--- src/rtl/mctl_wbuf.sv ---
// M-memory write buffer: posts destination writes into a small FIFO,
// drains them into RAM in idle cycles and forwards pending data to M-source reads.
module mctl_wbuf #(
    parameter int AW    = 5,
    parameter int DW    = 32,
    parameter int DEPTH = 2
) (
    input  logic          clk,
    input  logic          reset_n,
    input  logic          state_decode,
    input  logic          state_write,
    input  logic          ir_mfield_n,
    input  logic [AW-1:0] ir_maddr,
    input  logic          destm,
    input  logic [AW-1:0] wadr,
    input  logic [DW-1:0] wdata,
    input  logic [DW-1:0] ram_rdata,
    output logic [AW-1:0] ram_addr,
    output logic          ram_re,
    output logic          ram_we,
    output logic [DW-1:0] ram_wdata,
    output logic          srcm,
    output logic [DW-1:0] mdata,
    output logic          mdata_valid,
    output logic          mpass,
    output logic          wbuf_full,
    output logic          wbuf_ovf
);

    localparam int PW = (DEPTH > 1) ? $clog2(DEPTH) : 1;
    localparam int CW = $clog2(DEPTH + 1);

    logic [AW-1:0] addr_q [DEPTH];
    logic [DW-1:0] data_q [DEPTH];
    logic [PW-1:0] rd_ptr;
    logic [PW-1:0] wr_ptr;
    logic [CW-1:0] count;

    logic          pend;
    logic [DW-1:0] hdata_q;
    logic [DW-1:0] mdata_q;
    logic          mpass_q;
    logic          ovf_q;

    logic          read_issue;
    logic          post;
    logic          drain;
    logic          accept;
    logic          hit;
    logic [DW-1:0] hit_data;
    logic [DW-1:0] mdata_mux;

    function automatic logic [PW-1:0] wrap_inc(input logic [PW-1:0] p);
        return (int'(p) == DEPTH - 1) ? '0 : p + 1'b1;
    endfunction

    assign srcm       = ~ir_mfield_n;
    assign read_issue = state_decode & ~ir_mfield_n;
    assign post       = state_write & destm;
    assign wbuf_full  = (count == CW'(DEPTH));
    // Reads own the RAM port; the buffer only drains when no read is issued.
    assign drain      = ~read_issue & (count != '0);
    assign accept     = post & (~wbuf_full | drain);

    always_comb begin
        ram_re    = 1'b0;
        ram_we    = 1'b0;
        ram_addr  = '0;
        ram_wdata = '0;
        if (reset_n) begin
            if (read_issue) begin
                ram_re   = 1'b1;
                ram_addr = ir_maddr;
            end else if (drain) begin
                ram_we    = 1'b1;
                ram_addr  = addr_q[rd_ptr];
                ram_wdata = data_q[rd_ptr];
            end
        end
    end

    // Walk oldest to newest so the newest matching entry wins.
    always_comb begin
        hit      = 1'b0;
        hit_data = '0;
        for (int k = 0; k < DEPTH; k++) begin
            int            j;
            logic [PW-1:0] idx;
            j = int'(rd_ptr) + k;
            if (j >= DEPTH) j = j - DEPTH;
            idx = PW'(j);
            if (k < int'(count) && addr_q[idx] == ir_maddr) begin
                hit      = 1'b1;
                hit_data = data_q[idx];
            end
        end
    end

    assign mdata_mux   = mpass_q ? hdata_q : ram_rdata;
    assign mdata       = pend ? mdata_mux : mdata_q;
    assign mdata_valid = pend;
    assign mpass       = mpass_q;
    assign wbuf_ovf    = ovf_q;

    always_ff @(posedge clk) begin
        if (accept) begin
            addr_q[wr_ptr] <= wadr;
            data_q[wr_ptr] <= wdata;
        end
    end

    always_ff @(posedge clk or negedge reset_n) begin
        if (!reset_n) begin
            rd_ptr  <= '0;
            wr_ptr  <= '0;
            count   <= '0;
            ovf_q   <= 1'b0;
            pend    <= 1'b0;
            hdata_q <= '0;
            mpass_q <= 1'b0;
            mdata_q <= '0;
        end else begin
            if (accept) wr_ptr <= wrap_inc(wr_ptr);
            if (drain) rd_ptr <= wrap_inc(rd_ptr);
            if (accept && !drain) count <= count + 1'b1;
            else if (!accept && drain) count <= count - 1'b1;
            if (post && wbuf_full && !drain) ovf_q <= 1'b1;
            pend <= read_issue;
            if (read_issue) begin
                mpass_q <= hit;
                hdata_q <= hit_data;
            end
            if (pend) mdata_q <= mdata_mux;
        end
    end

endmodule

--- config.mk ---
export PLATFORM = sky130hd
export DESIGN_NAME = mctl_wbuf
export DESIGN_NICKNAME = d
export VERILOG_FILES = /design/src/rtl/mctl_wbuf.sv
export SDC_FILE = /design/constraint.sdc
export NUM_CORES = 1
export LEC_CHECK = 0
export ABC_AREA = 0
export CAP_MARGIN = 10
export CORE_ASPECT_RATIO = 0.75
export CORE_MARGIN = 1
export CORE_UTILIZATION = 40
export DETAILED_ROUTE_END_ITERATION = 12
export PLACE_DENSITY_LB_ADDON = 0.05
export SETUP_SLACK_MARGIN = 0.05
export SLEW_MARGIN = 10
export SYNTH_ARGS = -nofsm -noshare
export SYNTH_HDL_FRONTEND = slang
export SYNTH_SLANG_ARGS = --single-unit
--- constraint.sdc ---
create_clock -name clk -period 8.75 [get_ports clk]
set_input_delay 2.1875 -clock clk [delete_from_list [all_inputs] [get_ports clk]]
set_output_delay 2.1875 -clock clk [all_outputs]
set_load 0.005 [all_outputs]
After elaboration in Yosys (flattened, before gate mapping)
Memory sizes are Yosys's and may differ from the RTL's.
Cells that the tools add are included.
{"block": "op_classes", "add_sub_neg": 7, "n_lt_le_gt_ge": 4, "n_eq_ne": 3, "n_mux": 25, "bitwise_logic": 8, "n_reduce_logical": 10}
{"op": "$mux W32", "count": 7}
{"op": "$mux W5", "count": 3}
{"op": "$mux W1", "count": 13}
{"op": "$eq A5 B5 Y1", "count": 2}
{"op": "$logic_and A1 B1 Y1", "count": 6}
{"op": "$and A1 B1 Y1", "count": 4}
{"op": "$lt A1 B2 Y1 const A", "count": 2}
{"op": "$mux W2", "count": 2}
{"op": "$reduce_bool A2 Y1", "count": 2}
{"op": "$not A1 Y1", "count": 3}
{"op": "$add A1 B1 Y1 const B", "count": 2}
{"op": "$add A1 B1 Y2 const B", "count": 1}
{"op": "$add A2 B1 Y2 const B", "count": 1}
{"op": "$eq A2 B2 Y1 const B", "count": 1}
{"op": "$ge A1 B2 Y1 const B", "count": 1}
{"op": "$ge A2 B2 Y1 const B", "count": 1}
{"op": "$logic_not A1 Y1", "count": 2}
{"op": "$sub A1 B1 Y1 const B", "count": 2}
{"op": "$sub A2 B1 Y2 const B", "count": 1}
{"op": "$or A1 B1 Y1", "count": 1}
{"block": "totals", "register_bits": 71, "ram_bits": 74, "inputBits": 80, "out_inout_bits": 76, "word_cells": 67, "n_memories": 2}
{"memory": "data_q", "words": 2, "word_bits": 32, "rd": 3, "rd_clocked_by_memory_dff": 0, "write_ports": 1, "line_no": "34", "text": "logic [DW-1:0] data_q [DEPTH];"}
{"memory": "addr_q", "words": 2, "word_bits": 5, "rd": 3, "rd_clocked_by_memory_dff": 0, "write_ports": 1, "line_no": "33", "text": "logic [AW-1:0] addr_q [DEPTH];"}

Depth between registers and ports, before layout
Gate-level depths: netlist (run 1).
{"block": "logic_depth", "ltp_word": 10, "mapped_depth": 10, "ltp_nobuf": 9}

Worst setup path before layout (run 1)
No wires, ideal clock.
{"block": "synth_path", "path_type": "input port to output port", "start": "input ir_mfield_n", "end": "output ram_wdata[22]", "arrival_ns": 3.271, "required_ns": 6.562, "slack_ns": 3.291, "path_stages": 8, "path_buffers": 2, "path_cell_list": "inv_2 nand2_1 inv_2 nor2_1 nand2_1 clkbuf_1 clkbuf_1 a21oi_1"}
{"block": "synth_via", "elab_chain_len": 7}
{"element": "start: declaration", "line_no": "12", "text": "input logic ir_mfield_n,"}
{"element": "$not A1 Y1 (*)", "line_no": "58", "text": "assign read_issue = state_decode & ~ir_mfield_n;"}
{"element": "$and A1 B1 Y1 (*)", "line_no": "58"}
{"element": "net read_issue", "line_no": "45", "text": "logic read_issue;"}
{"element": "$not A1 Y1", "line_no": "62", "text": "assign drain = ~read_issue & (count != '0);"}
{"element": "$and A1 B1 Y1", "line_no": "62"}
{"element": "$mux W32", "line_no": "74", "text": "end else if (drain) begin"}
{"element": "$mux W32 (*)", "line_no": "71", "text": "if (read_issue) begin"}
{"element": "$mux W32 (*)", "line_no": "70", "text": "if (reset_n) begin"}
{"element": "end: declaration", "line_no": "21", "text": "output logic [DW-1:0] ram_wdata,"}
The timed path passes the listed nets; every way through them passes the cells marked *.

Final worst setup path (run 1)
{"block": "layout_path", "start": "input ir_mfield_n", "end": "output ram_wdata[1]"}
Same word-level chain as after synthesis.

==> results of run 1 <==
state kept, by name, summed over array words and instances, names as in the netlist:
name / count
data_q: 64
hdata_q: 32
mdata_q: 32
addr_q: 10
count: 2
mdata_valid: 1
mpass: 1
rd_ptr: 1
wbuf_ovf: 1
wr_ptr: 1
power by group through the flow:
stage                     Sequential, mW  Combinational [mW]  Clock, mW
after floorplan                    0.863               0.525          0
after global placement             0.919               0.785          0
after detailed placement           0.924               0.793          0
after CTS                          0.911               0.799      0.697
after global routing               0.925               0.871      0.722
final                              0.912               0.797      0.676
worst max-delay path, delay by kind of cell:
kind,cells,cell delay (ps)
and+or+nand+nor,3,870
buffers and inverters,5,1580
AOI/OAI and AO/OA,1,390
layout make-up:
class,instances,area (um^2)
sequential,145,4010
clock inverter,10,55.1
tap,215,269
clock buffer,22,495
inverter,38,143
fill,1493,7690
multi-input combinational,411,2550
timing repair buffer,163,1610
kinds of logic after synthesis:
group                    after synthesis  share of synthesized area
AND/OR/NAND/NOR                      182                      0.127
AO/OA/AOI/OAI                        169                      0.153
flip-flops                           145                      0.580
buffers and inverters                 92                     0.0546
multiplexers                          42                     0.0609
XOR/XNOR                              14                     0.0178
adder cells (fa/ha/maj)                4                    0.00725
worst max path at each step:
stage | endpoint | startpoint | slack (ps) | depth (start not counted)
CTS | ram_wdata[1] | ir_mfield_n | 1490 | 9
floorplan | ram_wdata[22] | ir_mfield_n | 3290 | 8
finish | ram_wdata[1] | ir_mfield_n | 1500 | 9
detailed placement | ram_wdata[21] | ir_mfield_n | 1500 | 9
global route | ram_wdata[1] | ir_mfield_n | 1300 | 9
global placement | ram_wdata[18] | ir_mfield_n | 1660 | 9
layer usage:
layer / track usage / share of wire / wire length (um) / vias up
li1: - / - / - / 2600
met2: 0.353 / 0.45 / 8450 / 180
met3: 0.0651 / 0.061 / 1140 / 17
met5: 0 / 0.00070 / 13 / -
met1: 0.289 / 0.48 / 8920 / 2668
met4: 0.0593 / 0.0098 / 184 / 2
cells in the final DEF, fill, tap and decap left out, types with 33 or more instances in the layout:
cell	count
inv_1	33
o21ai_1	37
clkdlybuf4s50_1	154
nor2_1	33
a21oi_1	65
nand2_1	74
edfxtp_1	74
mux2i_1	42
dfrtp_1	68
stage by stage:
step,util,worst slack [ps]
2_1_floorplan,-,3290
3_3_place_gp,0.510,1660
3_5_place_dp,0.510,1500
4_1_cts,0.543,1490
5_1_grt,0.543,1300
6_report,0.543,1500
==> out/results.ini, run 1 <==
[routing]
vias = 5467
drt_pass1_iterations = 5
drc_errors = 0
drt_iter0_markers = 305
wl_mm = 18.7
avgViaCountPerCell = 5.45
post_drt_wl_per_cell_um = 18.6
final_antenna_net_count = 0

[sta]
skew_ps = 7.48
hold_viol_final = 0
slew_violations = 0
maxSlewHeadroom = 0.301
post-route-min-period_ps = 7250
fin_crit_sh = 0.828
finalSetupViolations = 0
whs_ps = 470
tns_ps = 0
fmax_mhz = 138
worstMarginPinSlew_ps = 1050
rsz0062_at_grt = no

[place]
dp_cells = 972
dp_hpwl_mm = 11.5
portBuffers = 155
place_congestion = 0.754
place_area_um2 = 8580

[setup_path]
path_cells = clkdlybuf4s50_1 -> inv_2 -> nand2_1 -> buf_4 -> inv_2 -> nor2_1 -> nand2_2 -> a21oi_1 -> clkdlybuf4s50_1
worstPathArrival_ps = 5060
reg2reg_depth = 8
regToRegEndpoint = hdata_q[29]
rr_startpoint = rd_ptr
cp_slowest_cell = clkdlybuf4s50_1
cp_max_fo = 38
endpoint_kind = output pin
worst_setup_path_start_kind = input port
r2r_slack_ps = 4500
worstPathRequired_ps = 6560
max_stage_delay_ps = 570
critPathKind = input port to output pin

[power_and_ir_drop]
swShare = 0.336
power.switching_uw = 802
clkPwrFrac = 0.284
power.leakage_nw = 3.44
internal_power_mw = 1.58
p_comb_frac = 0.334
p_seq_frac = 0.382
vdd_drop_max_v = 0.000165
power.total_mw = 2.39
p_per_area_nw_per_um2 = 261

[synth]
synth_seq_cells = 145
synth_commonest_cells = 75 x nand2_1, 74 x edfxtp_1, 71 x dfrtp_1, 65 x a21oi_1, 42 x mux2i_1
synth_nets = 732
synthTopCellsByArea = edfxtp_1 32%, dfrtp_1 26%, mux2i_1 6.1%, a21oi_1 4.7%, nand2_1 4.1%
netlist.area_leader.share = 0.322
synthMostInstantiatedCell = nand2_1
synthCells = 648
synth_ff_type = edfxtp_1
netlist_area_um2 = 6900
synth_top_area_cell = edfxtp_1
synth.yosys.seq_area_share = 0.580
ys_types = 31
avgSynthCellArea_um2 = 10.6
synth-edff-count = 74
synthArstFlopShare = 0.490
ys.warnings.count = 0

[flow_run]
maxCapViolCount = 0

[floorplan]
io_pins = 156
coreArea_um2 = 16800
fp.dieH_um = 116
num_rows = 41
die_area_um2 = 17800
start_util = 0.410
die_w_um = 154

[cells_and_area]
num_antenna_cells = 0
nets = 860
area_growth_syn_to_layout_pct = 32.3
design_area_um2 = 9130
fin_cells = 1004
drive_gt1_frac = 0.0684

[min_path]
worstHoldEndpoint = wbuf_ovf
hold_class = flop to flop
hold_depth = 1
worstHoldStart = wbuf_ovf

[clock_network]
cts-root-buf = clkbuf_16
worstSkewPairLatency_ps = 420
htreeDepth = 4
clk_pin_slew_ps = 60
postCtsHoldBufs = 0
numClockSinks = 145
cts_buffer_depth = 2
cts_buffers = 17
cts_tree = done
cts_resized = 0
cts_setup_buffers = 0

[global_route]
overflow = 0
antenna_found_initial = 1
grt_pass1_wl_mm = 29.5
first_global_vias = 5507
grt_start_max_net_pins = 80
grt_use_total = 0.219

[outcome]
status = completed

Power figures use the tool's default switching activity.
==> run 2, diff against run 1 <==
- clock period: 8.75 -> 6.67 ns (I/O delays scaled with it)
==> run 2 against run 1 <==
Effect of this change: combinational power grew 30%; critical path depth decreased by 1; global-route usage up 0.15 points; clock power increased by 47%; critical endpoint unchanged; largest power group unchanged.
==> out/results.ini, run 2 (synthesis gave the netlist of run 1 again) <==
[setup_path]
worst-path-buf-inv = 4  ; -1
critPathKind = input port to output pin
worstPathRequired_ps = 5000  ; -1560 ps
cp_slowest_cell = clkdlybuf4s50_1
worst_setup_path_start_kind = input port
path_cells = clkdlybuf4s50_1 -> inv_2 -> nand2_1 -> inv_2 -> nor2_1 -> nand2_2 -> a21oi_1 -> clkdlybuf4s50_1
cp_max_fo = 38  ; unchanged
endpoint_kind = output pin
worstPathArrival_ps = 4070  ; -990 ps
critPathTopFamily = buffers and inverters
max_stage_delay_ps = 550  ; -20 ps

[sta]
hold_viol_final = 0  ; unchanged
maxSlewHeadroom = 0.201  ; -0.100
tns_ps = 0  ; unchanged
fmax_mhz = 174
worstMarginPinSlew_ps = 1200  ; +150 ps
post-route-min-period_ps = 5740
worst_slack_ps = 932  ; -570 ps
slew_violations = 0  ; unchanged
finalSetupViolations = 0  ; unchanged
skew_ps = 7.56  ; +0.0812 ps
rsz0062_at_grt = no
fin_crit_sh = 0.860

[floorplan]
start_util = 0.410  ; unchanged
num_rows = 41  ; unchanged
die_w_um = 154  ; unchanged
coreArea_um2 = 16800  ; unchanged
die_area_um2 = 17800  ; unchanged
io_pins = 156  ; unchanged
fp.dieH_um = 116  ; unchanged

[clock_network]
postCtsHoldBufs = 0  ; unchanged
cts_tree = done
cts-root-buf = clkbuf_16
worstSkewPairLatency_ps = 420  ; about the same
cts_resized = 0  ; unchanged
cts_buffers = 17  ; unchanged
htreeDepth = 4  ; unchanged
cts_buffer_depth = 2  ; unchanged
clk_pin_slew_ps = 60  ; about the same
cts_setup_buffers = 0  ; unchanged
numClockSinks = 145  ; unchanged

[cells_and_area]
layout_commonest_cell = clkdlybuf4s50_1
num_antenna_cells = 0  ; unchanged
multi_input_area_um2 = 2550  ; unchanged
regMostFlops = data_q
nets = 860  ; unchanged
drive_gt1_frac = 0.0659  ; -0.00253
seq_area_um2 = 4010  ; unchanged
largest_register_ffs = 64  ; unchanged
final_cell_mix = 154 x clkdlybuf4s50_1, 74 x nand2_1, 74 x edfxtp_1
reg_top3 = data_q (64), hdata_q (32), mdata_q (32)
area_growth_syn_to_layout_pct = 33.3
fillers = 1494  ; +0.067%

[routing]
topRoutingLayerUsed = met5
final_antenna_net_count = 0  ; unchanged
wl_met1_mm = 8.94  ; +0.26%
avgViaCountPerCell = 5.46  ; +0.24%
drc_errors = 0  ; unchanged
drt_iter0_markers = 367  ; +20%
vias = 5480  ; +0.24%
wl_met2_mm = 8.72  ; +3.1%
wl_mm = 19.0  ; +1.4%
post_drt_wl_per_cell_um = 18.9  ; +1.4%
dr_wl_met3_mm = 1.09  ; -3.9%
drt_pass1_iterations = 6  ; +1

[place]
pre_cts_slack_ps = 889  ; -610 ps
portBuffers = 155  ; unchanged
place_congestion = 0.793  ; +5.1%
dp_hpwl_mm = 12.3  ; +7.1%

[power_and_ir_drop]
vdd_drop_max_v = 0.000150  ; -9.0%
p_per_area_nw_per_um2 = 352  ; +35%
power.leakage_nw = 3.46  ; +0.56%

[global_route]
antenna_found_initial = 1  ; unchanged
first_global_vias = 5392  ; -2.1%
overflow = 0  ; unchanged
grt_use_total = 0.220  ; +0.00151
grt_pass1_wl_mm = 29.4  ; -0.49%
grt_start_max_net_pins = 80  ; unchanged

[min_path]
hold_class = flop to flop

[flow_run]
maxCapViolCount = 0  ; unchanged

[outcome]
status = completed

run 2: worst reg2reg max path: cells and delay by family (launching register included):
kind / cells / cell delay (ps)
AND/OR/NAND/NOR: 1 / 1010
multiplexers: 1 / 350
AO/OA/AOI/OAI: 3 / 620
flip-flops: 1 / 780
XOR/XNOR: 1 / 300
buffers and inverters: 2 / 1080
run 2: cell type report:
class | instances | share of cell area
multi-input cells | 411 | 0.278
well taps | 215 | 0.0292
clock inverters | 12 | 0.0177
flip-flops and latches | 145 | 0.435
clock buffers | 20 | 0.0496
inverters | 38 | 0.0155
repair buffers | 163 | 0.175
run 2: path summary, 6_finish.rpt:
check                                     to  slack [ps]         from  cells past startpoint
worst max register to register   hdata_q[13]        2370       rd_ptr                      8
worst min register to register      wbuf_ovf         470     wbuf_ovf                      1
worst max-delay path            ram_wdata[1]         930  ir_mfield_n                      8
max in group asynchronous             rd_ptr        4530      reset_n                      2
min in group asynchronous        mdata_q[24]        1200      reset_n                      1
worst min-delay path                wbuf_ovf         470     wbuf_ovf                      1
run 2: stage by stage:
stage          hold slack (ps)  instances   util  power [mW]  instance area, um^2
2_1_floorplan              455        648      -        1.82                 6900
3_3_place_gp               459        972  0.510        2.24                 8580
3_5_place_dp               462        972  0.510        2.26                 8580
4_1_cts                    476       1004  0.547        3.27                 9200
5_1_grt                    501       1004  0.547        3.41                 9200
6_report                   470       1004  0.547        3.24                 9200
run 2: where the power goes:
group | total (mW) | internal (mW) | switching [mW] | leakage [nW]
combinational | 1.04 | 0.478 | 0.562 | 1.60
clock | 0.995 | 0.640 | 0.355 | 0.301
sequential | 1.20 | 1.08 | 0.126 | 1.55
total | 3.24 | 2.19 | 1.04 | 3.46
run 2: per-layer routing:
metal,GRT usage,vias up
met5,0,-
met4,0.0567,2
met2,0.357,180
met3,0.0636,23
met1,0.292,2668
li1,-,2607
==> run 3, diff against run 2 <==
- PLACE_DENSITY: default -> 0.66
- PLACE_DENSITY_LB_ADDON: 0.05 -> default
- SKIP_LAST_GASP: default -> 1
- TNS_END_PERCENT: default -> 10
==> run 3 against run 2 <==
Effect of this change: via count increased by 0.49%; first-iteration DRC count unchanged; highest routed layer unchanged; power increased by 0.47%; critical endpoint is now ram_wdata[4]; global-route usage increased by 0.089 points; setup slack improved by 40 ps; non-clock buffer count increased by 1; register-to-register slack improved by 640 ps; sequential cell count unchanged; core utilization increased by 0.11 points.
==> out/results.ini, run 3 (synthesis gave the netlist of run 1 again) <==
[cells_and_area]
regMostFlops = data_q
design_area_um2 = 9220  ; +0.20%
num_antenna_cells = 0  ; unchanged
final_cell_mix = 154 x clkdlybuf4s50_1, 75 x nand2_1, 74 x edfxtp_1
area_growth_syn_to_layout_pct = 33.6
nets = 861  ; +0.12%
layout_commonest_cell = clkdlybuf4s50_1
drive_gt1_frac = 0.0646  ; -0.00135
reg_top3 = data_q (64), hdata_q (32), mdata_q (32)
largest_register_ffs = 64  ; unchanged

[flow_run]
maxCapViolCount = 0  ; unchanged

[sta]
finalSetupViolations = 0  ; unchanged
fmax_mhz = 176  ; +0.70%
skew_ps = 9.62  ; +2.06 ps
fin_crit_sh = 0.854  ; -0.00596
worstMarginPinSlew_ps = 1110  ; -88.1 ps
maxSlewHeadroom = 0.260  ; +0.0587
rsz0062_at_grt = no
hold_viol_final = 0  ; unchanged
tns_ps = 0  ; unchanged
slew_violations = 0  ; unchanged
post-route-min-period_ps = 5700  ; -39.7 ps

[clock_network]
htreeDepth = 4  ; unchanged
cts_buffers = 17  ; unchanged
cts_tree = done
postCtsHoldBufs = 0  ; unchanged
cts_setup_buffers = 0  ; unchanged
clk_pin_slew_ps = 60  ; about the same
cts_buffer_depth = 2  ; unchanged
numClockSinks = 145  ; unchanged
cts_resized = 0  ; unchanged
worstSkewPairLatency_ps = 430  ; about the same
cts-root-buf = clkbuf_16

[setup_path]
critPathKind = input port to output pin
worstPathArrival_ps = 4030  ; -40 ps
worst_setup_path_start_kind = input port
endpoint_kind = output pin
reg2reg_depth = 7  ; -1
worstPathRequired_ps = 5000  ; about the same
regToRegEndpoint = hdata_q[4]
r2r_slack_ps = 3010  ; +640 ps
rr_startpoint = rd_ptr
cp_max_fo = 26  ; -32%

[global_route]
antenna_found_initial = 1  ; unchanged
first_global_vias = 5458  ; +1.2%
grt_use_met2 = 0.345  ; -0.0121
grt_pass1_wl_mm = 29.6  ; +0.73%
grt_start_max_net_pins = 93  ; +16%
grt_use_total = 0.221  ; +0.000891
grt.met3_usage = 0.0703  ; +0.00673
overflow = 0  ; unchanged
gr-usage-met1 = 0.299  ; +0.00677
grt_busiest_layer = met2

[floorplan]
start_util = 0.410  ; unchanged
coreArea_um2 = 16800  ; unchanged
die_w_um = 154  ; unchanged
die_area_um2 = 17800  ; unchanged
num_rows = 41  ; unchanged
fp.dieH_um = 116  ; unchanged
io_pins = 156  ; unchanged

[routing]
post_drt_wl_per_cell_um = 19.0  ; +0.34%
drt_iter0_markers = 367  ; unchanged
drt_pass1_iterations = 6  ; unchanged
vias = 5507  ; +0.49%
final_antenna_net_count = 0  ; unchanged
wl_mm = 19.1  ; +0.44%
avgViaCountPerCell = 5.48  ; +0.39%
drc_errors = 0  ; unchanged

[min_path]
worstHoldStart = wbuf_ovf
hold_class = flop to flop
worstHoldEndpoint = wbuf_ovf
hold_depth = 1  ; unchanged

[power_and_ir_drop]
p_per_area_nw_per_um2 = 353  ; +0.27%
p_seq_frac = 0.379  ; +0.008
swShare = 0.324  ; +0.00176
vdd_drop_max_v = 0.000191  ; +27%
clkPwrFrac = 0.307  ; about the same
p_comb_frac = 0.315  ; -0.006
power.switching_mw = 1.05  ; +1.0%
internal_power_mw = 2.20  ; +0.21%
power.leakage_nw = 3.46  ; about the same

[place]
dp_hpwl_mm = 12.5  ; +1.4%
place_area_um2 = 8580  ; about the same
place_congestion = 0.764  ; -3.6%
portBuffers = 155  ; unchanged

[outcome]
status = completed

-- run 3: power groups by stage --
stage | Sequential (mW) | Clock [mW] | Combinational, mW
after detailed placement | 1.25 | 0 | 1.01
after global placement | 1.24 | 0 | 0.988
after CTS | 1.23 | 1.02 | 1.02
final | 1.23 | 0.997 | 1.02
after floorplan | 1.13 | 0 | 0.688
after global routing | 1.26 | 1.05 | 1.11
-- run 3: stage by stage --
stage          setup WS, ps  hold slack [ps]  total power [mW]   util  cells
6_report                972              462              3.25  0.548   1005
4_1_cts                 959              469              3.27  0.547   1004
2_1_floorplan          2080              455              1.82      -    648
3_3_place_gp           1030              454              2.23  0.510    972
3_5_place_dp            977              456              2.26  0.510    972
5_1_grt                 819              484              3.42  0.548   1005
-- run 3: cell type report --
type                            instances  area, um^2
Sequential cell                       145        4010
Fill cell                            1435        7610
Multi-Input combinational cell        411        2550
Timing Repair Buffer                  164        1630
Tap cell                              215         269
Clock inverter                         12         164
Clock buffer                           20         457
Inverter                               38         143
-- run 3: per-layer routing --
| metal | part of all wire | wire [um] |
|---|---|---|
| met4 | 0.011 | 208 |
| met5 | 0.00068 | 13 |
| met1 | 0.47 | 8890 |
| met3 | 0.071 | 1360 |
| met2 | 0.45 | 8590 |
-- run 3: how the worst max path moves through the flow --
stage                     start       endpoint  slack [ps]
finish              ir_mfield_n   ram_wdata[4]         970
global placement    ir_mfield_n    ram_addr[4]        1030
detailed placement  ir_mfield_n   ram_wdata[4]         980
floorplan           ir_mfield_n   addr_q[0][0]        2080
CTS                 ir_mfield_n   ram_wdata[4]         960
global route        ir_mfield_n  ram_wdata[26]         820
-- run 3: critical path: stages --
cell and delay (ps):
clkdlybuf4s50_1 470, inv_2 40, nand2_1 80, inv_2 70, nor2_1 220, nand2_1 370, buf_4 370, a21oi_1 190
clkdlybuf4s50_1 530
